--- src/rtl/rom_subtractor_serial_pkg.sv ---
// Shared constants, FSM encoding and ROM addressing for rom_subtractor_serial.
package rom_subtractor_serial_pkg;

    localparam int unsigned SLICE_W   = 2;
    localparam int unsigned ROM_DEPTH = 32;
    localparam int unsigned ROM_AW    = $clog2(ROM_DEPTH);

    localparam logic [1:0] ST_IDLE_ENC = 2'd0;
    localparam logic [1:0] ST_RUN_ENC  = 2'd1;
    localparam logic [1:0] ST_DONE_ENC = 2'd2;

    typedef enum logic [1:0] {
        ST_IDLE = ST_IDLE_ENC,
        ST_RUN  = ST_RUN_ENC,
        ST_DONE = ST_DONE_ENC
    } state_e;

    // ROM address layout: {a2, b2, borrow_in}
    function automatic logic [ROM_AW-1:0] rom_addr(input logic [SLICE_W-1:0] a2,
                                                   input logic [SLICE_W-1:0] b2,
                                                   input logic               bin);
        return {a2, b2, bin};
    endfunction

endpackage

--- src/rtl/rom_subtractor_serial_sub_rom_2bit.sv ---
// sub_rom_2bit: 32x3 constant lookup {a2,b2,bin} -> {bout,diff2} for one 2-bit slice.
module sub_rom_2bit
    import rom_subtractor_serial_pkg::*;
(
    input  logic [SLICE_W-1:0] a2,
    input  logic [SLICE_W-1:0] b2,
    input  logic               bin,
    output logic [SLICE_W-1:0] diff2,
    output logic               bout
);

    logic [ROM_AW-1:0] addr;
    logic [2:0]        entry;

    assign addr = rom_addr(a2, b2, bin);

    // Constant table; each entry is {borrow_out, diff2}
    always_comb begin
        entry = 3'b000;
        case (addr)
            5'd0:  entry = 3'b000;
            5'd1:  entry = 3'b111;
            5'd2:  entry = 3'b111;
            5'd3:  entry = 3'b110;
            5'd4:  entry = 3'b110;
            5'd5:  entry = 3'b101;
            5'd6:  entry = 3'b101;
            5'd7:  entry = 3'b100;
            5'd8:  entry = 3'b001;
            5'd9:  entry = 3'b000;
            5'd10: entry = 3'b000;
            5'd11: entry = 3'b111;
            5'd12: entry = 3'b111;
            5'd13: entry = 3'b110;
            5'd14: entry = 3'b110;
            5'd15: entry = 3'b101;
            5'd16: entry = 3'b010;
            5'd17: entry = 3'b001;
            5'd18: entry = 3'b001;
            5'd19: entry = 3'b000;
            5'd20: entry = 3'b000;
            5'd21: entry = 3'b111;
            5'd22: entry = 3'b111;
            5'd23: entry = 3'b110;
            5'd24: entry = 3'b011;
            5'd25: entry = 3'b010;
            5'd26: entry = 3'b010;
            5'd27: entry = 3'b001;
            5'd28: entry = 3'b001;
            5'd29: entry = 3'b000;
            5'd30: entry = 3'b000;
            5'd31: entry = 3'b111;
            default: entry = 3'b000;
        endcase
    end

    assign bout  = entry[2];
    assign diff2 = entry[1:0];

endmodule

--- src/rtl/rom_subtractor_serial.sv ---
// rom_subtractor_serial: WIDTH-bit subtractor, one 2-bit ROM slice per clock, LSB first.
// Optional signed-overflow output Ovf enabled by defining SUB_OVERFLOW_FLAG_EN.
module rom_subtractor_serial
    import rom_subtractor_serial_pkg::*;
#(
    parameter int unsigned WIDTH = 8
) (
    input  logic             clk,
    input  logic             rst,
    input  logic             start,
    input  logic [WIDTH-1:0] A,
    input  logic [WIDTH-1:0] B,
    input  logic             Bin,
    output logic             busy,
    output logic             done,
    output logic [WIDTH-1:0] Diff,
    output logic             Bout
`ifdef SUB_OVERFLOW_FLAG_EN
    ,
    output logic             Ovf
`endif
);

    localparam int unsigned NSLICE = WIDTH / SLICE_W;
    localparam int unsigned IDX_W  = (NSLICE > 1) ? $clog2(NSLICE) : 1;

    state_e             state_q;
    logic [WIDTH-1:0]   a_q;
    logic [WIDTH-1:0]   b_q;
    logic [WIDTH-1:0]   diff_q;
    logic [IDX_W-1:0]   idx_q;
    logic               borrow_q;
    logic               busy_q;
    logic               done_q;
    logic               bout_q;

    logic [IDX_W:0]     slice_lsb;
    logic [SLICE_W-1:0] rom_diff;
    logic               rom_bout;
    logic               last_slice;

    assign slice_lsb  = {idx_q, 1'b0};
    assign last_slice = (idx_q == IDX_W'(NSLICE - 1));

    sub_rom_2bit u_rom (
        .a2    (a_q[slice_lsb +: SLICE_W]),
        .b2    (b_q[slice_lsb +: SLICE_W]),
        .bin   (borrow_q),
        .diff2 (rom_diff),
        .bout  (rom_bout)
    );

`ifdef SUB_OVERFLOW_FLAG_EN
    logic ovf_q;
    logic ovf_d;

    // Signed overflow from operand signs and the final slice's result MSB
    assign ovf_d = (a_q[WIDTH-1] != b_q[WIDTH-1]) && (rom_diff[SLICE_W-1] != a_q[WIDTH-1]);

    // Overflow flag: cleared on accept, updated with done
    always_ff @(posedge clk) begin
        if (rst) begin
            ovf_q <= 1'b0;
        end else if ((state_q != ST_RUN) && start) begin
            ovf_q <= 1'b0;
        end else if ((state_q == ST_RUN) && last_slice) begin
            ovf_q <= ovf_d;
        end
    end

    assign Ovf = ovf_q;
`endif

    // Control FSM, operand capture and per-slice result assembly
    always_ff @(posedge clk) begin
        if (rst) begin
            state_q  <= ST_IDLE;
            a_q      <= '0;
            b_q      <= '0;
            diff_q   <= '0;
            idx_q    <= '0;
            borrow_q <= 1'b0;
            busy_q   <= 1'b0;
            done_q   <= 1'b0;
            bout_q   <= 1'b0;
        end else begin
            case (state_q)
                ST_IDLE, ST_DONE: begin
                    done_q <= 1'b0;
                    if (start) begin
                        a_q      <= A;
                        b_q      <= B;
                        borrow_q <= Bin;
                        diff_q   <= '0;
                        idx_q    <= '0;
                        busy_q   <= 1'b1;
                        state_q  <= ST_RUN;
                    end else begin
                        state_q  <= ST_IDLE;
                    end
                end
                ST_RUN: begin
                    diff_q[slice_lsb +: SLICE_W] <= rom_diff;
                    borrow_q <= rom_bout;
                    idx_q    <= idx_q + IDX_W'(1);
                    if (last_slice) begin
                        busy_q  <= 1'b0;
                        done_q  <= 1'b1;
                        bout_q  <= rom_bout;
                        state_q <= ST_DONE;
                    end
                end
                default: begin
                    busy_q  <= 1'b0;
                    done_q  <= 1'b0;
                    state_q <= ST_IDLE;
                end
            endcase
        end
    end

    assign busy = busy_q;
    assign done = done_q;
    assign Diff = diff_q;
    assign Bout = bout_q;

endmodule

--- config.mk ---
export PLATFORM = sky130hd
export DESIGN_NAME = rom_subtractor_serial
export DESIGN_NICKNAME = d
export VERILOG_FILES = /design/src/rtl/rom_subtractor_serial_pkg.sv /design/src/rtl/rom_subtractor_serial_sub_rom_2bit.sv /design/src/rtl/rom_subtractor_serial.sv
export SDC_FILE = /design/constraint.sdc
export NUM_CORES = 1
export LEC_CHECK = 0
export BUFFER_PORTS_ARGS = -buffer_cell sky130_fd_sc_hd__buf_4
export CORE_MARGIN = 2
export CORE_UTILIZATION = 35
export CTS_CLUSTER_DIAMETER = 60
export DETAILED_ROUTE_END_ITERATION = 16
export GPL_ROUTABILITY_DRIVEN = 1
export MAX_ROUTING_LAYER = met4
export PLACE_DENSITY = 0.58
export SLEW_MARGIN = 20
export SYNTH_ARGS = -nofsm -noshare
export SYNTH_HDL_FRONTEND = slang
export SYNTH_SLANG_ARGS = --single-unit
--- constraint.sdc ---
create_clock -name clk -period 3.2 [get_ports clk]
set_clock_uncertainty 0.2 [all_clocks]
set_input_delay 0.64 -clock clk [delete_from_list [all_inputs] [get_ports clk]]
set_output_delay 0.64 -clock clk [all_outputs]
set_load 0.02 [all_outputs]
; ---- Word level (Yosys, flattened, before mapping)
; Memory sizes are Yosys's and may differ from the RTL's.
; Index checks and enable logic that the tools add are counted.
[word_totals]
reg_bits = 32
mem_bits_ro = 96
in_bits = 20
wordCells = 43
mem_count = 1
[op_classes]
add_sub_neg = 2
eq_ne = 5
n_shift = 4
muxes = 13
bitwise_logic = 1
reduce_logical = 8
[memory_table]
columns = name, words, width, rd, rd_clocked_by_memory_dff, write_ports, line_no
row1 = (name not given), 32, 3, 1, 0, 0, rom_subtractor_serial_sub_rom_2bit.sv:20  ; case (addr)
[op_table]
columns = cell, n
row1 = $pmux W8 S2, 1
row2 = $shiftx A8 B4 Y2, 2
row3 = $bwmux W8, 1
row4 = $mux W8, 1
row5 = $pmux W2 S2, 2
row6 = $reduce_and A2 Y1, 4
row7 = $shift A2 B5 Y8 const A, 1
row8 = $shiftx A2 B5 Y8, 1
row9 = $neg A3 Y5, 1
row10 = $eq A2 B2 Y1 const B, 2
row11 = $mux W1, 4
row12 = $mux W2, 2
row13 = $ne A2 B2 Y1 const B, 2
row14 = $pmux W1 S2, 2
row15 = $reduce_or A2 Y1, 2
row16 = $add A2 B1 Y2 const B, 1
row17 = $eq A2 B1 Y1 const B, 1
row18 = $logic_not A2 Y1, 1
row19 = $reduce_bool A2 Y1, 1
row20 = $not A1 Y1, 1

; ---- Depth between registers and ports, before layout
; An unclocked memory read counts as a cell.
[depth]
word_depth = 5
ltp_mapped = 7

; ---- By module
; From an unflattened synthesis, not the netlist that was laid out.
[unflattened]
cells_unflattened = 169
area_unflattened_um2 = 1626.6
[modules_own_cells]
columns = mod, n_inst, cells_per_inst, area_each_um2, seq_area_each_um2
row1 = rom_subtractor_serial, 1, 153, 1488.9, 640.6
row2 = sub_rom_2bit, 1, 16, 137.6, 0.0

; ---- Least setup slack after synthesis
; Ideal clock, no wire load.
[synth_path]
path_type = flip-flop to flip-flop
start = reg idx_q[0]
end = reg diff_q[1] (netlist: Diff[1])
setup_ns = 0.129
t_arrival_ns = 1.834
required_time_ns = 2.871
setup_slack_ns = 1.036
path_stages_with_launch = 8
path_buffers = 1
synth_period_minus_slack_ns = 2.164
cell_sequence = dfxtp_1 buf_6 mux4_1 ha_1 nand2_1 mux2i_1 a211oi_2 o21ai_0
[synth_via]
elab_chain_cells = 5
elab_cells_between_ends = 8
[synth_lines]
columns = item, line_no
row1 = "start, declared", rom_subtractor_serial.sv:31  ; logic [IDX_W-1:0] idx_q;
row2 = "start signal, assigned", rom_subtractor_serial.sv:105  ; idx_q <= idx_q + IDX_W'(1);
row3 = "$shiftx A8 B4 Y2, on equally long branches", "rom_subtractor_serial.sv:46, rom_subtractor_serial.sv:47"
row4 = $mem_v2 Z32 W3, --
row5 = $shiftx A2 B5 Y8, rom_subtractor_serial.sv:103  ; diff_q[slice_lsb +: SLICE_W] <= rom_diff;
row6 = $bwmux W8 *, rom_subtractor_serial.sv:103
row7 = $pmux W8 S2 *, rom_subtractor_serial.sv:87  ; case (state_q)
row8 = "end signal, assigned by index", rom_subtractor_serial.sv:103
row9 = "end, declared", rom_subtractor_serial.sv:30  ; logic [WIDTH-1:0] diff_q;
; Every way passes the cells marked *; elsewhere a longest branch is shown, timed or not.
; A chain may end at the register's enable or synchronous reset.

; ---- Worst setup path in the final report
[layout_path]
start = reg idx_q[0]
end = reg diff_q[5] (netlist: Diff[5])
; The elaborated chain is that of the path after synthesis.

==> flow_metrics.py <==
metrics = {
    "synthesis": {
        "syn_area_sq_um": 1580,
        "synth_fp_nets": 219,
        "yosys_warnings": 0,
        "yosysSeqAreaShare_pct": 40.4,
        "synth_cells": 190,
        "yosys-top-cells-area": "dfxtp_1 40%, a21oi_1 9.2%, nand2_1 8.8%",
        "synth.avg_cell_area_sq_um": 8.34,
        "synth-seq-cells": 32,
        "synth_top_area_share_pct": 40.4,
        "ys_types": 31,
        "yosys.area.top_type": "dfxtp_1",
    },
    "global_routing": {
        "grt_pass1_vias": 1183,
        "use_met2_pct": 19.0,
        "grt_pass1_wl_mm": 5.57,
        "grt.total_usage_pct": 14.5,
        "grtUsageMet1_pct": 20.0,
        "busiest_layer": "met1",
        "antenna_found_initial": 0,
        "grt-ovfl-total": 0,
        "grt_max_degree": 36,
        "use_met3_pct": 5.20,
    },
    "timing": {
        "finalCritPeriodShare_pct": 78.6,
        "rsz0062_at_grt": "no",
        "setup-tns-final_ns": 0,
        "slew_headroom_pct": 49.4,
        "fmaxAchievable_mhz": 398,
        "finalSetupViolCount": 0,
        "worst_pin_slew_ns": 0.758,
        "hold_viol_final": 0,
        "final_max_slew_viol_count": 0,
        "post-route-min-period_ns": 2.51,
    },
    "final_layout": {
        "drive_gt1_share_pct": 19.7,
        "final_cell_area_sq_um": 1920,
        "area_growth_syn_to_layout_pct": 21.3,
        "fillers": 453,
        "num_antenna_cells": 0,
        "stdcell_count": 270,
        "nNetsFinal": 246,
    },
    "cts": {
        "cts_tree": "done",
        "postCtsSetupBuffers": 0,
        "postCtsHoldBufs": 0,
        "cts_buffers": 5,
        "ctsLongestPathBuffers": 2,
        "h-tree-depth": 2,
        "cts-root-buf": "clkbuf_8",
        "clock-sinks": 32,
        "post_cts_resized": 0,
        "clock_latency_ns": 0.29,
        "clk_pin_slew_worst_paths_ns": 0.06,
    },
    "setup_path": {
        "critPathLaunchType": "flop",
        "path_class": "reg2reg",
        "worstPathRequired_ns": 3.17,
        "ff2ff_setup_slack_ns": 0.69,
        "worstReg2RegEnd": "Diff[5]$_SDFFE_PP0P_",
        "critPathMaxFanout": 14,
        "r2r_cells": 6,
        "path_cells": "mux4_1 -> inv_1 -> ha_1 -> nor2_1 -> a211oi_2 -> o21ai_0",
        "cp.arrival_ns": 2.48,
        "end_kind": "flop",
        "critPathLaunch": "idx_q[0]$_SDFFE_PP0P_",
        "cpMaxStageDelayCell": "mux4_1",
        "regToRegStartpoint": "idx_q[0]$_SDFFE_PP0P_",
        "setup.worst_path.end": "Diff[5]$_SDFFE_PP0P_",
        "slowest_delay_ns": 0.70,
    },
    "placed_design": {
        "place_hpwl_mm": 2.32,
        "portBuffers": 30,
        "finalWeightedCongestion": 0.735,
        "dpl_cell_area_sq_um": 1830,
        "dp.cells": 262,
    },
    "floorplan": {
        "io_pins": 31,
        "core-area_sq_um": 4350,
        "initial_core_util_pct": 36.4,
        "die_area_sq_um": 5080,
        "rows": 24,
        "die_h_um": 71.3,
        "die_w_um": 71.3,
    },
    "power": {
        "fin_total_pwr_w": 0.000905,
        "p_per_area_nw_per_um2": 471,
        "p_leak_nw": 0.759,
        "ir_drop_mv": 0.184,
    },
    "job": {
        "drv_cap": 0,
    },
    "detailed_routing": {
        "drtIter0Drc": 56,
        "dr_total_vias": 1316,
        "routed_wl_mm": 3.26,
        "ant_nets": 0,
        "wl_per_cell_um": 12.1,
        "drc": 0,
        "vias_per_cell": 4.87,
        "firstDrtPassIters": 4,
    },
    "outcome": {
        "status": "finished, final reports clean",
    },
    "worst_hold_path": {
        "min_path_cells": 2,
        "hold_class": "reg2reg",
    },
}
-- cell type report --
cell class                 count  area, sq um  share of cell area [%]
sequential                    32          641                    33.3
tap                           52         65.1                    3.39
clock buffer                   8         90.1                    4.69
multi-input combinational    140          867                    45.1
timing repair buffer          31          233                    12.1
inverter                       7         26.3                    1.37
-- synthesized netlist by cell type --
| library cell | instances |
|---|---|
| a211oi_2 | 1 |
| a21oi_1 | 29 |
| a22oi_1 | 4 |
| a311oi_1 | 2 |
| a31oi_1 | 1 |
| buf_2 | 1 |
| buf_6 | 1 |
| clkbuf_1 | 9 |
| dfxtp_1 | 32 |
| ha_1 | 9 |
| inv_1 | 6 |
| inv_2 | 1 |
| mux2i_1 | 1 |
| mux4_1 | 2 |
| mux4_2 | 1 |
| nand2_1 | 37 |
| nand2b_1 | 8 |
| nand3_1 | 1 |
| nand3b_1 | 5 |
| nor2_1 | 16 |
| nor2b_1 | 2 |
| nor3_1 | 2 |
| nor3b_1 | 2 |
| nor3b_2 | 1 |
| nor4_1 | 1 |
| o21ai_0 | 4 |
| o22ai_1 | 1 |
| o311ai_0 | 1 |
| o31ai_1 | 3 |
| or3b_2 | 2 |
| xnor2_1 | 4 |
-- how the worst min path moves through the flow --
stage                              start                    to  slack (ns)
CTS                  b_q[0]$_SDFFE_PP0P_   b_q[0]$_SDFFE_PP0P_        0.25
global route         b_q[2]$_SDFFE_PP0P_   b_q[2]$_SDFFE_PP0P_        0.28
detailed placement   b_q[0]$_SDFFE_PP0P_   b_q[0]$_SDFFE_PP0P_        0.25
finish               b_q[0]$_SDFFE_PP0P_   b_q[0]$_SDFFE_PP0P_        0.25
floorplan            a_q[2]$_SDFFE_PP0P_   a_q[2]$_SDFFE_PP0P_        0.23
global placement    Diff[2]$_SDFFE_PP0P_  Diff[2]$_SDFFE_PP0P_        0.25
-- worst max-delay path, delay by kind of cell (launching register included) --
family | cells | cell delay, ns
buf+inv | 1 | 0.12
mux | 1 | 0.70
compound gates | 2 | 0.50
simple gates | 1 | 0.06
flops | 1 | 0.63
fa+ha+maj | 1 | 0.18
-- layer usage --
layer / vias to the layer above / wire length (um) / part of all wire, %
li1: 703 / - / -
met1: 578 / 1640 / 50
met2: 28 / 1390 / 43
met3: 7 / 191 / 5.9
met4: 0 / 43 / 1.3
met5: - / 0 / 0
-- stage by stage --
stage,util [%],setup slack (ns),hold slack [ns]
after floorplan,-,1.04,0.232
after global placement,42.1,0.756,0.247
after detailed placement,42.1,0.710,0.246
after CTS,44.1,0.676,0.255
after global routing,44.1,0.502,0.275
final,44.1,0.685,0.252
-- report_power, final --
| part | internal (W) | switching (W) |
|---|---|---|
| clock | 0.000175 | 0.000145 |
| sequential | 0.000417 | 0.0000185 |
| combinational | 0.0000676 | 0.0000812 |
-- registers in the layout, indices dropped and copies added (netlist names) --
register	count
Bout	1
Diff	8
b_q	8
done	1
state_q	2
borrow_q	1
a_q	8
busy	1
idx_q	2
-- cell families (layout without fill, tap and decap cells) --
logic type	count (synthesis)	in the layout	share of synthesized area [%]
buffers and inverters	18	46	4.82
adder cells (fa/ha/maj)	9	9	7.11
XOR/XNOR	4	4	2.21
flip-flops	32	32	40.4
AO/OA/AOI/OAI	46	46	17.0
multiplexers	4	4	5.37
AND/OR/NAND/NOR	77	77	23.1
-- layout by cell type (no fill, tap or decap) --
cell and count:
o311ai_0 1, o22ai_1 1, clkbuf_8 6, nor4_1 1
nor3b_1 2, mux2i_1 1, ha_1 9, buf_4 31
nor2b_1 2, mux4_2 1, a31oi_1 1, a311oi_1 2
a21oi_1 29, nor3b_2 1, o31ai_1 3, inv_2 1
o21ai_0 4, xnor2_1 4, a22oi_1 4, inv_1 6
clkbuf_1 2, nand2b_1 8, or3b_2 2, nand3b_1 5
dfxtp_1 32, a211oi_2 1, nand2_1 37, nor3_1 2
nor2_1 16, nand3_1 1, mux4_1 2
Power figures use the tool's default switching activity.
